**config.mk**
```make
export PLATFORM = sky130hd
export DESIGN_NAME = map9_sched
export DESIGN_NICKNAME = d
export VERILOG_FILES = /design/src/rtl/map9_pkg.sv /design/src/rtl/rr_pick.sv /design/src/rtl/map9_sched.sv
export SDC_FILE = /design/constraint.sdc
export NUM_CORES = 1
export LEC_CHECK = 0
export CAP_MARGIN = 0
export CORE_MARGIN = 2
export CORE_UTILIZATION = 42
export CTS_CLUSTER_DIAMETER = 40
export DETAILED_ROUTE_END_ITERATION = 6
export PLACE_DENSITY = 0.81
export SYNTH_ARGS = -nofsm -noshare
export SYNTH_HDL_FRONTEND = slang
export SYNTH_SLANG_ARGS = --single-unit
```
**constraint.sdc**
```tcl
create_clock -name clock -period 2.7 [get_ports clock]
set_input_delay 0.54 -clock clock [delete_from_list [all_inputs] [get_ports clock]]
set_output_delay 0.54 -clock clock [all_outputs]
set_load 0.05 [all_outputs]
```
**src/rtl/map9_pkg.sv**
```systemverilog
// Shared types and widths for the map9 engine scheduler.
package map9_pkg;

  localparam int unsigned N_W  = 9;
  localparam int unsigned DP_W = 9;

  typedef enum logic [2:0] {
    StIdle,
    StLaunch,
    StArm,
    StRun,
    StResp
  } state_t;

endpackage

```
**src/rtl/rr_pick.sv**
```systemverilog
// Combinational round-robin picker: first set request at or after ptr, wrapping upward.
module rr_pick #(
  parameter int unsigned NREQ = 4,
  parameter int unsigned IDW  = $clog2(NREQ)
) (
  input  logic [NREQ-1:0] req_i,
  input  logic [IDW-1:0]  ptr_i,
  output logic [NREQ-1:0] gnt_o,
  output logic [IDW-1:0]  id_o,
  output logic            any_o
);

  always_comb begin
    logic [IDW:0] idx;
    idx   = '0;
    gnt_o = '0;
    id_o  = '0;
    any_o = 1'b0;
    for (int unsigned k = 0; k < NREQ; k++) begin
      // ptr and k are both below NREQ, so one subtraction wraps the sum.
      idx = {1'b0, ptr_i} + (IDW + 1)'(k);
      if (idx >= (IDW + 1)'(NREQ)) begin
        idx = idx - (IDW + 1)'(NREQ);
      end
      if (!any_o && req_i[idx[IDW-1:0]]) begin
        gnt_o[idx[IDW-1:0]] = 1'b1;
        id_o                = idx[IDW-1:0];
        any_o               = 1'b1;
      end
    end
  end

endmodule

```
**src/rtl/map9_sched.sv**
```systemverilog
// Round-robin scheduler sharing one map9v3 engine among NREQ requesters.
module map9_sched
  import map9_pkg::*;
#(
  parameter int unsigned NREQ       = 4,
  parameter int unsigned START_HOLD = 3,
  parameter int unsigned TIMEOUT    = 1023,
  parameter int unsigned IDW        = $clog2(NREQ)
) (
  input  logic                clock,
  input  logic                reset,
  input  logic [NREQ-1:0]     req_valid,
  input  logic [N_W*NREQ-1:0] req_n,
  output logic [NREQ-1:0]     req_ready,
  output logic                eng_start,
  output logic [N_W-1:0]      eng_n,
  input  logic                eng_done,
  input  logic [DP_W-1:0]     eng_dp,
  output logic                rsp_valid,
  output logic [IDW-1:0]      rsp_id,
  output logic [DP_W-1:0]     rsp_dp,
  output logic                rsp_timeout,
  output logic                busy
);

  // One counter serves both the start-hold phase and the ARM/RUN timeout.
  localparam int unsigned CntMax = (TIMEOUT > START_HOLD) ? TIMEOUT : START_HOLD;
  localparam int unsigned CntW   = $clog2(CntMax + 1);

  state_t          state_q;
  logic [IDW-1:0]  ptr_q;
  logic [CntW-1:0] cnt_q;

  logic [N_W-1:0]  req_arr [NREQ];
  logic [NREQ-1:0] pick_gnt;
  logic [IDW-1:0]  pick_id;
  logic            pick_any;
  logic [IDW-1:0]  ptr_nxt;

  always_comb begin
    for (int i = 0; i < NREQ; i++) begin
      req_arr[i] = req_n[i*N_W +: N_W];
    end
  end

  rr_pick #(
    .NREQ (NREQ),
    .IDW  (IDW)
  ) u_rr_pick (
    .req_i (req_valid),
    .ptr_i (ptr_q),
    .gnt_o (pick_gnt),
    .id_o  (pick_id),
    .any_o (pick_any)
  );

  assign ptr_nxt = (pick_id == IDW'(NREQ - 1)) ? '0 : pick_id + 1'b1;

  always_ff @(posedge clock) begin
    if (!reset) begin
      state_q     <= StIdle;
      ptr_q       <= '0;
      cnt_q       <= '0;
      req_ready   <= '0;
      eng_start   <= 1'b0;
      eng_n       <= '0;
      rsp_valid   <= 1'b0;
      rsp_id      <= '0;
      rsp_dp      <= '0;
      rsp_timeout <= 1'b0;
      busy        <= 1'b0;
    end else begin
      req_ready <= '0;
      rsp_valid <= 1'b0;
      case (state_q)
        StIdle: begin
          if (pick_any) begin
            req_ready <= pick_gnt;
            eng_n     <= req_arr[pick_id];
            rsp_id    <= pick_id;
            ptr_q     <= ptr_nxt;
            cnt_q     <= '0;
            busy      <= 1'b1;
            state_q   <= StLaunch;
          end
        end
        StLaunch: begin
          // The grant cycle itself leaves start low; START_HOLD high cycles follow.
          if (cnt_q == CntW'(START_HOLD)) begin
            eng_start <= 1'b0;
            cnt_q     <= '0;
            state_q   <= StArm;
          end else begin
            eng_start <= 1'b1;
            cnt_q     <= cnt_q + 1'b1;
          end
        end
        StArm, StRun: begin
          if (state_q == StRun && eng_done) begin
            rsp_dp      <= eng_dp;
            rsp_timeout <= 1'b0;
            rsp_valid   <= 1'b1;
            state_q     <= StResp;
          end else if (cnt_q == CntW'(TIMEOUT - 1)) begin
            rsp_dp      <= '0;
            rsp_timeout <= 1'b1;
            rsp_valid   <= 1'b1;
            state_q     <= StResp;
          end else begin
            cnt_q <= cnt_q + 1'b1;
            // A done still high here belongs to the previous operation.
            if (state_q == StArm && !eng_done) begin
              state_q <= StRun;
            end
          end
        end
        StResp: begin
          busy    <= 1'b0;
          state_q <= StIdle;
        end
        default: state_q <= StIdle;
      endcase
    end
  end

endmodule
```
==> Word-level counts from Yosys, hierarchy flattened <==
Cells that the tools add are included.
{ "totals": {"regBits": 43, "in_bits": 52, "out_inout_bits": 28, "elab_cells": 130} }
{ "op_classes": {"addsub": 9, "order_cmp": 13, "eq_ne": 12, "mux": 56, "n_bitwise": 4, "reduce_logical": 25} }
{ "ops": {"columns": ["op", "n"], "rows": [
  ["$mux W10", 4],
  ["$mux W9", 4],
  ["$pmux W10 S3", 1],
  ["$bmux W9 S2", 1],
  ["$mux W1", 18],
  ["$mux W2", 9],
  ["$mux W4", 4],
  ["$mux W3", 5],
  ["$ge A3 B3 Y1 const B", 4],
  ["$lt A2 B3 Y1 const B", 4],
  ["$or A4 B4 Y4", 3],
  ["$add A10 B1 Y10 const B", 1],
  ["$eq A10 B10 Y1 const B", 1],
  ["$eq A10 B2 Y1 const B", 1],
  ["$logic_and A1 B1 Y1", 9],
  ["$pmux W3 S3", 1],
  ["$bmux W1 S2", 4],
  ["$demux W1 S2", 4],
  ["$ge A2 B1 Y1 const B", 4],
  ["$ne A2 B2 Y1 const B", 4],
  ["$reduce_and A2 Y1", 4],
  ["$sub A2 B1 Y2 const B", 4],
  ["$add A2 B2 Y3 const B", 2],
  ["$eq A3 B2 Y1 const B", 2],
  ["other kinds (16)", 21]
]} }

==> Depth between registers and ports, before layout <==
Gate-level depths: netlist (run 1).
{ "logic_depth": {"depth_word": 18, "depth_mapped": 12, "depth_no_buf": 8} }

==> Hierarchy <==
A second synthesis (run 1) with hierarchy kept.
{ "unflattened": {"hier_cells": 281, "hier_area_um2": 2471.1} }
{ "modules_own_cells": {"columns": ["module", "n_inst", "cells_per_inst", "area_per_inst_um2", "seq_area_each_um2"], "rows": [
  ["map9_sched", 1, 236, 2049.5, 860.8],
  ["rr_pick", 1, 45, 421.7, 0.0]
]} }

==> Worst setup path before layout (run 1) <==
OpenSTA, ideal clock, no wires.
{ "synth_timing": {"path_type": "reg-to-reg", "startpoint": "register ptr_q[1]", "endpoint": "register eng_n[7]", "setup_ps": 79, "arrival_ps": 2763, "required_ps": 2621, "setup_slack_ps": -142, "path_stages_with_launch": 11, "n_path_buf": 3, "synth_period_minus_slack_ps": 2842, "path_cell_list": "dfxtp_1 -> clkbuf_1 -> inv_1 -> ha_1 -> buf_6 -> mux4_2 -> o211a_2 -> or2_1 -> buf_6 -> or3_1 -> o211ai_1"} }
{ "synth_between": {"elab_chain_len": 18, "elab_cells_between_ends": 42, "cone_classes": "7 x add/sub; 4 x order compare; 23 x mux; 1 x bitwise; 7 x reduce/logical"} }
{ "synth_lines": {"columns": ["element", "line", "rtl"], "rows": [
  ["start, declared", "map9_sched.sv:31", "logic [IDW-1:0] ptr_q;"],
  ["start signal, assigned", "map9_sched.sv:81", "ptr_q <= ptr_nxt;"],
  ["branches (longest 18 deep; another with $add A2 B1 Y3)", null, null],
  ["end signal, assigned", "map9_sched.sv:79", "eng_n <= req_arr[pick_id];"],
  ["end, declared", "map9_sched.sv:16", "output logic [N_W-1:0] eng_n,"]
]} }
Several ways; the timed one is not identified. The select of a mux whose other input is x is not followed.
A chain may end at the register's enable or synchronous reset.

==> Worst setup path after layout (run 1) <==
{ "layout_timing": {"startpoint": "input req_valid[2]", "endpoint": "register eng_n[6]"} }
{ "layout_between": {"elab_chain_len": 16, "elab_cells_between_ends": 27, "cone_classes": "19 x mux; 1 x bitwise; 7 x reduce/logical"} }
{ "layout_lines": {"columns": ["element", "line", "rtl"], "rows": [
  ["start, declared", "map9_sched.sv:12", "input logic [NREQ-1:0] req_valid,"],
  ["$bmux W1 S2", "rr_pick.sv:25", "if (!any_o && req_i[idx[IDW-1:0]]) begin"],
  ["$mux W1 (not written as such)", "rr_pick.sv:25", null],
  ["$mux W1", "rr_pick.sv:25", null],
  ["$logic_not A1 Y1", "rr_pick.sv:25", null],
  ["$logic_and A1 B1 Y1", "rr_pick.sv:25", null],
  ["$mux W1", "rr_pick.sv:25", null],
  ["$logic_not A1 Y1", "rr_pick.sv:25", null],
  ["$logic_and A1 B1 Y1", "rr_pick.sv:25", null],
  ["$mux W1", "rr_pick.sv:25", null],
  ["$logic_not A1 Y1", "rr_pick.sv:25", null],
  ["$logic_and A1 B1 Y1", "rr_pick.sv:25", null],
  ["$mux W2", "rr_pick.sv:25", null],
  ["$not A2 Y3 (not written as such)", "map9_sched.sv:79", null],
  ["$bmux W9 S2", "map9_sched.sv:79", null],
  ["$mux W9 (not written as such) (2 in series)", "map9_sched.sv:79", null]
]} }
Parallel ways exist; a longest one is shown, timed or not. The select of a mux whose other input is x is not followed.

==> results of run 1 <==
==> registers in the layout, summed over array words and instances (netlist names) <==
signal / flops
state_q: 3
eng_start: 1
rsp_id: 2
rsp_dp: 9
rsp_timeout: 1
busy: 1
rsp_valid: 1
eng_n: 9
ptr_q: 2
cnt_q: 10
req_ready: 4
==> what timing repair did <==
action / in CTS / in global routing
pin swaps: 0 / 0
setup endpoints to repair: 8 / 10
gates resized for setup: 1 / 4
hold buffers: 0 / 0
==> per-layer routing <==
layer | share of wire, % | vias to the layer above | wire length, µm
met1 | 43 | 1140 | 2780
li1 | - | 1236 | -
met2 | 49 | 73 | 3200
met3 | 6.4 | 11 | 419
met4 | 1.6 | 0 | 102
met5 | 0 | - | 0
==> final timing paths <==
| path | start | to | slack, ns | cells after the start |
|---|---|---|---|---|
| setup reg to reg | ptr_q[0] | eng_n[6] | 0.14 | 8 |
| hold / removal | eng_n[8] | eng_n[8] | 0.49 | 2 |
| hold reg to reg | eng_n[8] | eng_n[8] | 0.49 | 2 |
| setup / recovery | req_valid[2] | eng_n[6] | 0.13 | 8 |
==> cells in the final DEF, fill, tap and decap left out, drive strengths merged, types with 9 or more instances in the layout <==
cell | netlist | routed
a21oi | 11 | 11
nor2 | 42 | 42
dfxtp | 43 | 43
inv | 14 | 15
o221ai | 9 | 9
clkdlybuf4s50 | 0 | 79
mux2i | 9 | 9
o21ai | 14 | 14
a22oi | 13 | 13
a2bb2oi | 9 | 9
buf | 12 | 31
==> worst register-to-register path, stage by stage (launching register included) <==
cell and delay, ns:
dfxtp_1 0.35, inv_1 0.10, ha_4 0.32, mux4_2 0.59
o211a_4 0.26, or2_1 0.28, buf_4 0.20, mux2i_2 0.22
o221ai_2 0.13
==> report_power, final <==
part / internal, mW / total (mW) / leakage (nW) / switching [mW]
logic: 0.897 / 1.94 / 1.03 / 1.04
registers: 0.758 / 0.854 / 0.351 / 0.0968
clock network: 0.281 / 0.533 / 0.0587 / 0.252
total: 1.94 / 3.33 / 1.44 / 1.39
==> layout make-up <==
| type | instances | area share [%] |
|---|---|---|
| Clock buffer | 5 | 1.88 |
| Clock inverter | 3 | 1.30 |
| Inverter | 14 | 1.44 |
| Multi-Input combinational cell | 205 | 41.0 |
| Sequential cell | 43 | 23.5 |
| Tap cell | 75 | 2.56 |
| Timing Repair Buffer | 110 | 28.3 |
==> cells by family (layout without fill, tap and decap cells) <==
logic type                 count (synthesis)  after routing  synth area share, %
AOI/OAI and AO/OA                         80             80                 25.5
xor gates and xnor gates                   7              7                 2.44
adders and majority gates                  7              7                 3.49
buffers and inverters                     37            132                 7.23
DFF                                       43             43                 34.3
muxes                                     13             13                 6.73
and+or+nand+nor                           98             98                 20.3
==> per-stage QoR <==
step,hold slack (ns),power (mW),utilization [%],setup slack [ns]
finish,0.488,3.33,62.6,0.126
global route,0.521,3.53,62.6,0.0352
global placement,0.468,2.72,60.1,-0.180
detailed placement,0.473,2.76,60.1,-0.244
floorplan,0.466,2.19,-,0.00159
CTS,0.493,3.30,62.1,0.0175
==> results.yml, run 1 <==
timing:
  slew_headroom_pct: 55.1
  worst_slew_pin_slew_ns: 0.666
  fin_crit_ns: 2.57
  setup_tns_ns: 0
  final_max_slew_viol_count: 0
  finalSetupViolations: 0
  fmax_mhz: 389
  rsz0062_at_grt: "no"
  fin_crit_sh_pct: 95.3
  hold_violations: 0
  skew_ns: 0.0105
grt:
  grt_use_met3_pct: 4.56
  track_usage_pct: 19.8
  grt.overflow.total: 0
  grt_pass1_vias: 2329
  grt_use_met2_pct: 35.5
  top_usage_layer: "met2"
  grt_max_degree: 22
  antenna_found_initial: 0
  grt_pass1_wl_um: 10300
  gr-usage-met1_pct: 23.3
detailed_routing:
  ant_nets: 0
  wl_um: 6500
  via_per_inst: 5.41
  drtIter0Drc: 120
  dr.pass1.iters: 4
  vias: 2460
  wire_per_inst_um: 14.3
  drc: 0
synthesis:
  synthArstFlopShare_pct: 0
  ys_ff_latch: 43
  ys_types: 59
  yosys.area.top_type: "dfxtp_1"
  synth_area_leaders: "dfxtp_1 34%, nor2_1 6.3%, o221ai_2 4.8%"
  syn-num-nets: 344
  syn-instance-count: 285
  ys.flop_type: "dfxtp_1"
  synth_common_cells: "43 x dfxtp_1, 42 x nor2_1, 14 x inv_1, 13 x a22oi_1, 12 x o21ai_0"
  netlist_area_um2: 2510
  synth-warning-count: 0
  synth-edff-count: 0
  syn_area_per_cell_um2: 8.80
  seq_area_frac_synth_pct: 34.3
  synth.most_common_cell: "dfxtp_1"
  synth_top_cell_area_share_pct: 34.3
placed_design:
  dp_hpwl_um: 4850
  dp_cells: 447
  dpl-instance-area_um2: 3520
  port_buffers: 79
  finalWeightedCongestion: 0.848
floorplanning:
  num_rows: 28
  core_area_um2: 5850
  die_w_um: 81.3
  start_util_pct: 42.9
  die_area_um2: 6610
  ios: 80
  die_y_um: 81.3
cells_and_area:
  fin_area_um2: 3660
  n_fill_cell: 503
  layout.nets: 438
  seqCellArea_um2: 861
  syn_to_final_growth_pct: 45.9
  multi_input_area_um2: 1500
  insertedDiodeCount: 0
  stdcell_count: 455
  drive_gt1_share_pct: 15.8
worst_setup_path:
  cpPeakStageDelay_ns: 0.51
  setup.worst_path.class: "in2reg"
  cp_top_family: "buffers and inverters"
  startpoint_type: "input pin"
  required_ns: 2.90
  path_buf_inv: 2
  crit_path_end_kind: "flop"
  arrival_ns: 2.77
  slowest_stage: "clkdlybuf4s50_1"
  crit_chain: "clkdlybuf4s50_1 > mux4_2 > and2b_1 > o211a_4 > or2_1 > buf_4 > mux2i_2 > o221ai_2"
  path_max_fanout: 7
clock_network:
  clk_latency_ns: 0.31
  ctsLongestPathBuffers: 2
  clkSinkCount: 43
  cts-buffers-inserted: 5
  cts_tree: "yes"
  htreeDepth: 2
  post-cts-setup-buffer-count: 0
  root_buffer: "clkbuf_8"
  clkTransAtPathRegs_ns: 0.09
pwr:
  leakagePower_nw: 1.44
  ir_worst_vdd_mv: 0.512
  cellPowerDensity_nw_per_um2: 909
run:
  maxCapViolCount: 0
status:
  outcome: "complete, no violations"
worst_hold_path:
  holdCritPathClass: "reg2reg"
No activity file was read; power rests on OpenSTA's default activity.
==> run 2: changes to the inputs <==
--- a/config.mk
+++ b/config.mk
@@ -10,6 +10,7 @@
 export CORE_UTILIZATION = 42
 export CTS_CLUSTER_DIAMETER = 40
 export DETAILED_ROUTE_END_ITERATION = 6
+export HOLD_SLACK_MARGIN = 0.03
 export PLACE_DENSITY = 0.81
 export SYNTH_ARGS = -nofsm -noshare
 export SYNTH_HDL_FRONTEND = slang
==> results of run 2 <==
The final DEF is identical to that of run 1; final timing and power are the same.
